`config.mk`:
```
export PLATFORM = sky130hd
export DESIGN_NAME = fnd_scan_controller
export DESIGN_NICKNAME = d
export VERILOG_FILES = /design/src/rtl/fnd_scan_controller.sv
export SDC_FILE = /design/constraint.sdc
export NUM_CORES = 1
export LEC_CHECK = 0
export CORE_MARGIN = 1
export CORE_UTILIZATION = 30
export CTS_CLUSTER_SIZE = 14
export DETAILED_ROUTE_END_ITERATION = 12
export GPL_TIMING_DRIVEN = 1
export MAX_ROUTING_LAYER = met4
export PLACE_DENSITY = 0.47
export REMOVE_ABC_BUFFERS = 1
export SYNTH_ARGS = -nofsm -noshare
export SYNTH_HDL_FRONTEND = slang
export SYNTH_SLANG_ARGS = --single-unit
```
`constraint.sdc`:
```
create_clock -name i_clk -period 3.14 [get_ports i_clk]
set_clock_uncertainty 0.1 [all_clocks]
set_input_delay 0.628 -clock i_clk [delete_from_list [all_inputs] [get_ports i_clk]]
set_output_delay 0.628 -clock i_clk [all_outputs]
set_load 0.02 [all_outputs]
```
`src/rtl/fnd_scan_controller.sv`:
```
// 4-digit FND scan controller: captures a 14-bit binary value, converts it to BCD with a
// sequential double-dabble engine, and time-multiplexes the digits. Optional macro: FND_LZ_BLANK_EN.
module fnd_scan_controller #(
  parameter int SCAN_DIV = 100000
) (
  input  logic        i_clk,
  input  logic        i_reset_n,
  input  logic [13:0] i_number,
  input  logic        i_load,
  output logic        o_busy,
  output logic        o_overflow,
  output logic [2:0]  o_digitSelect,
  output logic [3:0]  o_value,
  output logic        o_en
);

  localparam int PRESC_W = (SCAN_DIV > 2) ? $clog2(SCAN_DIV) : 1;
  localparam logic [PRESC_W-1:0] PRESC_LAST = PRESC_W'(SCAN_DIV - 1);
  localparam logic [13:0] BCD_MAX = 14'd9999;
  localparam logic [3:0]  LAST_ITER = 4'd13;

  typedef enum logic [1:0] {
    IDLE,
    CONV,
    COMMIT
  } state_t;

  state_t             state;
  logic               busy;
  logic               overflow;
  logic               clamp;
  logic [3:0]         iter;
  logic [13:0]        shift;
  logic [15:0]        acc;
  logic [15:0]        display;
  logic [PRESC_W-1:0] presc;
  logic [1:0]         index;
  logic               run;

  // Saturate the input to the largest value four BCD digits can show.
  function automatic logic [13:0] sat_9999(input logic [13:0] v);
    sat_9999 = (v > BCD_MAX) ? BCD_MAX : v;
  endfunction

  // Add 3 to every nibble >= 5; cannot carry across nibbles since the value stays <= 9999.
  function automatic logic [15:0] add3_fix(input logic [15:0] v);
    logic [15:0] r;
    r = v;
    for (int n = 0; n < 4; n++) begin
      if (v[4*n +: 4] >= 4'd5)
        r[4*n +: 4] = v[4*n +: 4] + 4'd3;
    end
    add3_fix = r;
  endfunction

  // Conversion FSM: one shift-add-3 iteration per CONV cycle, then commit to the display.
  always_ff @(posedge i_clk) begin
    if (!i_reset_n) begin
      state    <= IDLE;
      busy     <= 1'b0;
      overflow <= 1'b0;
      display  <= 16'd0;
    end else begin
      case (state)
        IDLE: begin
          if (i_load) begin
            shift <= sat_9999(i_number);
            clamp <= (i_number > BCD_MAX);
            acc   <= 16'd0;
            iter  <= 4'd0;
            busy  <= 1'b1;
            state <= CONV;
          end
        end
        CONV: begin
          {acc, shift} <= {add3_fix(acc), shift} << 1;
          iter <= iter + 4'd1;
          if (iter == LAST_ITER)
            state <= COMMIT;
        end
        COMMIT: begin
          display  <= acc;
          overflow <= clamp;
          busy     <= 1'b0;
          state    <= IDLE;
        end
        default: begin
          busy  <= 1'b0;
          state <= IDLE;
        end
      endcase
    end
  end

  // Free-running scan: prescaler wrap advances the digit index.
  always_ff @(posedge i_clk) begin
    if (!i_reset_n) begin
      presc <= '0;
      index <= 2'd0;
      run   <= 1'b0;
    end else begin
      run <= 1'b1;
      if (presc == PRESC_LAST) begin
        presc <= '0;
        index <= index + 2'd1;
      end else begin
        presc <= presc + 1'b1;
      end
    end
  end

  always_comb begin
    o_value = 4'd0;
    case (index)
      2'd0: o_value = display[3:0];
      2'd1: o_value = display[7:4];
      2'd2: o_value = display[11:8];
      2'd3: o_value = display[15:12];
      default: o_value = 4'd0;
    endcase
  end

`ifdef FND_LZ_BLANK_EN
  always_comb begin
    o_en = 1'b0;
    case (index)
      2'd0: o_en = run;
      2'd1: o_en = run & (|display[15:4]);
      2'd2: o_en = run & (|display[15:8]);
      2'd3: o_en = run & (|display[15:12]);
      default: o_en = 1'b0;
    endcase
  end
`else
  assign o_en = run;
`endif

  assign o_digitSelect = {1'b0, index};
  assign o_busy        = busy;
  assign o_overflow    = overflow;

endmodule

```
==> results.md <==
- The worst setup path is captured at an output port.
- The floorplan step set the die width to roughly 110 um.
- The run finished, with violations left.
- Buffers inserted to repair hold after CTS numbered 0.
- The adder-cell share of the synthesized area is 0.05269.
- Summed over all layers, the global routing overflow is 0.
- The post-synthesis compound-gate area fraction is 0.1047.
- The hold violation count in the final report came to 0.
- Before CTS, the worst setup slack after placement is 622.1 ps.
- The number of max-slew violations in the final report was 0.
- At the worst endpoint, the arrival time is 2150 ps.
- After routing, the total negative slack on setup checks comes to 0 ps.
- Dividing total power by cell area gives a power density of 567.5 nW/um2.
- The maximum resistive drop on vdd is about 270 uV.
- The post-synthesis cell area is about 3600 um2.
- In this run, distinct cell masters in the synthesized netlist total 46.
- The reg2reg setup slack is 1210 ps.
- Setup violations remaining at the end of the flow were counted as 0.
- The final layout contains 423 nets.
- The worst path needs 2876 ps of the cycle, external delays included.
- The pin count of the biggest net entering global routing is 23.
- The endpoint required time on the critical path is 2410 ps.
- The first-pass iteration count of the detailed router is 8.
- At the later pin of the worst-skew pair, clock insertion delay measures 340 ps.
- After detailed routing, the number of vias per cell comes to 4.731.
- The share of final-layout standard cells stronger than drive strength 1 is 0.07323.
- The HPWL after detailed placement is 4.717 mm.
- The number of DRC markers after the initial detailed-route iteration is 115.
- In this run the worst path has a maximum fanout of 5.
- The headroom to the max-slew limit is 0.5472.
- The sequential element share of the synthesized area is 0.5198.
- The combinational family with the most area after synthesis is simple AND/OR/NAND/NOR gates.
- The number of global-route vias before repair was around 2,400.
- For this configuration, the core starts out at a cell density of 0.3093.
- The floorplan has 39 rows.
- Max-cap violations in this run came to 0.
- The floorplan step defined a core boundary enclosing 11,520 um2.
- STA classifies the critical path startpoint as a flop.
- TritonCTS built the clock tree.
- The area of the die is 12,310 um2.
- The congestion estimate from routability-driven global placement came to between 0.7 and 0.8.
- The number of nets with antenna violations after routing is 0.
- The deepest level of the CTS H-tree is 3.
- Setup repair after global routing left no endpoint under its margin.
- The maximum achievable frequency is 0.3477 GHz.
- The post-synthesis average cell area is 9.733 um2.
- The initial antenna violation count is 0.
- After technology mapping, the gate count stands at 366.
- Of the post-synthesis cell area, the part taken by muxes is 0.01405.
- The leakage power total is 1.565 nW.
- The synthesized design contains 75 register bits.
- The Yosys step of the flow raised 0 warnings.
- The number of gates resized after CTS was 0.
- The total power is 2.414 mW.
- The vertical die dimension is 111.0 um.
- For the pin with the worst max-slew slack, the measured transition is 679.2 ps.
- The total via count after detailed routing is approximately 2,600.
- 27 I/O pins were placed.
- The repair_antennas step left the layout with diodes totalling 0.
- The post-placement cell area is between 3000 and 4000 um2.
- Setup slack closes at 263.5 ps.
- The all-layer global routing usage is 0.1240.
- The global-route wire length before repair is 11.57 mm.
- The total of buffers placed on input and output ports is 25.
- The deepest clock path buffer count is 2.
- The checks that failed: DRC.
- The finished layout cell area is about 4300 um2.
- The clock sink total is 75.
- Dividing the detail-routed wire length by the instance count gives 12.79 um.
- The area share of xor/xnor cells in the synthesized design is 0.05409.
- After clock tree synthesis, the clock-pin slew on the worst setup and hold paths is roughly 50 ps.
- The final layout contains routed wiring with a total length of 6.894 mm.
- The buffer count from post-CTS setup fixing is 0.
- The clock buffer count from CTS is 9.
- The cell sitting at the root of the clock tree is a sky130_fd_sc_hd__clkbuf_16.
- Of the total synthesized cell area, the portion taken by AND, OR, NAND and NOR gates is 0.2115.
- The tightest min-delay check is of the flop to flop type.
- The area growth from synthesis to layout is 19.42%.
- After detailed routing, the number of remaining DRC violations is 2.
- The critical path is of the flop to output port type.
- Of the available clock period, the critical path in the final layout requires 0.9161.
[logic make-up after synthesis]
group	count (synthesis)
DFF	75
xor gates and xnor gates	22
adders and majority gates	15
muxes	5
buffers and inverters	35
other	1
AOI/OAI and AO/OA	55
and+or+nand+nor	158
[cell type report]
cell class	instances	area, um2
Timing Repair Buffer	31	295.3
Clock inverter	3	16.27
Fill cell	1180	7262
Sequential cell	75	1852
Multi-Input combinational cell	256	1560
Tap cell	143	178.9
Clock buffer	13	284.0
Inverter	18	67.56
[synth_stat cells, drive strengths merged]
cell type | instances | area share
a222oi | 4 | 0.011
nand2b | 6 | 0.011
ha | 15 | 0.053
xnor2 | 11 | 0.027
nand3 | 8 | 0.013
a211oi | 4 | 0.0084
and2 | 2 | 0.0035
and4b | 1 | 0.0028
nor2b | 8 | 0.014
clkbuf | 11 | 0.012
and4 | 1 | 0.0025
nor4 | 2 | 0.0035
inv | 18 | 0.019
or2 | 1 | 0.0018
or4 | 1 | 0.0021
nor4b | 2 | 0.0067
a21oi | 17 | 0.025
xor2 | 11 | 0.027
nor3 | 5 | 0.0070
and3 | 6 | 0.011
nor2 | 39 | 0.041
buf | 6 | 0.012
dfxtp | 40 | 0.22
conb | 1 | 0.0011
a21boi | 17 | 0.036
nand3b | 3 | 0.0063
nor3b | 1 | 0.0021
nand4 | 6 | 0.012
mux2i | 5 | 0.014
o21ai | 10 | 0.014
nand2 | 64 | 0.068
o21a | 1 | 0.0021
o31ai | 2 | 0.0081
edfxtp | 35 | 0.30
or3 | 2 | 0.0035
[worst paths after layout]
check | startpoint | end | cells past startpoint
setup / recovery | index[1]$_SDFFE_PN0N_ | o_value[2] | 5
hold / removal | display[2]$_SDFFE_PN0N_ | display[2]$_SDFFE_PN0N_ | 2
setup reg to reg | presc[0]$_SDFF_PP0_ | presc[9]$_SDFF_PP0_ | 5
hold reg to reg | display[2]$_SDFFE_PN0N_ | display[2]$_SDFFE_PN0N_ | 2
[critical path: stages, from the launching register on]
cell and delay (ps):
sky130_fd_sc_hd__dfxtp_1 410, sky130_fd_sc_hd__inv_1 80, sky130_fd_sc_hd__ha_1 230, sky130_fd_sc_hd__a222oi_1 380, sky130_fd_sc_hd__mux2i_1 150, sky130_fd_sc_hd__clkdlybuf4s50_1 560
[flip-flops by register name, indices dropped and copies added, names as in the netlist]
| name | cells |
|---|---|
| clamp | 1 |
| index | 2 |
| acc | 16 |
| iter | 4 |
| shift | 14 |
| state | 2 |
| o_overflow | 1 |
| o_busy | 1 |
| o_en | 1 |
| display | 16 |
| presc | 17 |
[routing by layer]
metal / global-route usage / wire length, um / part of all wire / vias to the layer above
li1: - / - / - / 1295
met1: 0.1586 / 3500 / 0.51 / 1198
met2: 0.1803 / 2990 / 0.43 / 50
met3: 0.03882 / 282 / 0.041 / 7
met4: 0.05205 / 121 / 0.018 / 0
met5: - / 0 / 0 / -
[per-stage QoR]
stage / std cells / utilization / hold WS [ps]
after CTS: 539 / 0.3694 / 368.7
after global routing: 539 / 0.3694 / 397.4
final: 539 / 0.3694 / 365.3
after global placement: 523 / 0.3433 / 360.1
after floorplan: 349 / - / 341.3
after detailed placement: 523 / 0.3433 / 360.9
[where the power goes]
part	leakage [nW]	internal, mW	switching, mW
clock network	0.153	0.633	0.399
registers	0.660	1.10	0.0386
logic	0.752	0.102	0.140
total	1.57	1.84	0.577
[cell usage in the layout (no fill, tap or decap), drive strengths merged, types with 3 or more instances in the layout]
cell / Yosys / final
a21oi: 17 / 17
nor2b: 8 / 8
nor2: 39 / 39
buf: 6 / 6
a222oi: 4 / 4
a211oi: 4 / 4
o21ai: 10 / 10
a21boi: 17 / 17
and3: 6 / 6
clkbuf: 11 / 13
inv: 18 / 19
nand3: 8 / 8
dfxtp: 40 / 40
clkdlybuf4s50: 0 / 25
nand2b: 6 / 6
xor2: 11 / 11
edfxtp: 35 / 35
nor3: 5 / 5
nand3b: 3 / 3
nand2: 64 / 64
mux2i: 5 / 5
xnor2: 11 / 11
nand4: 6 / 6
ha: 15 / 15
(Power assumes the default switching activity.)
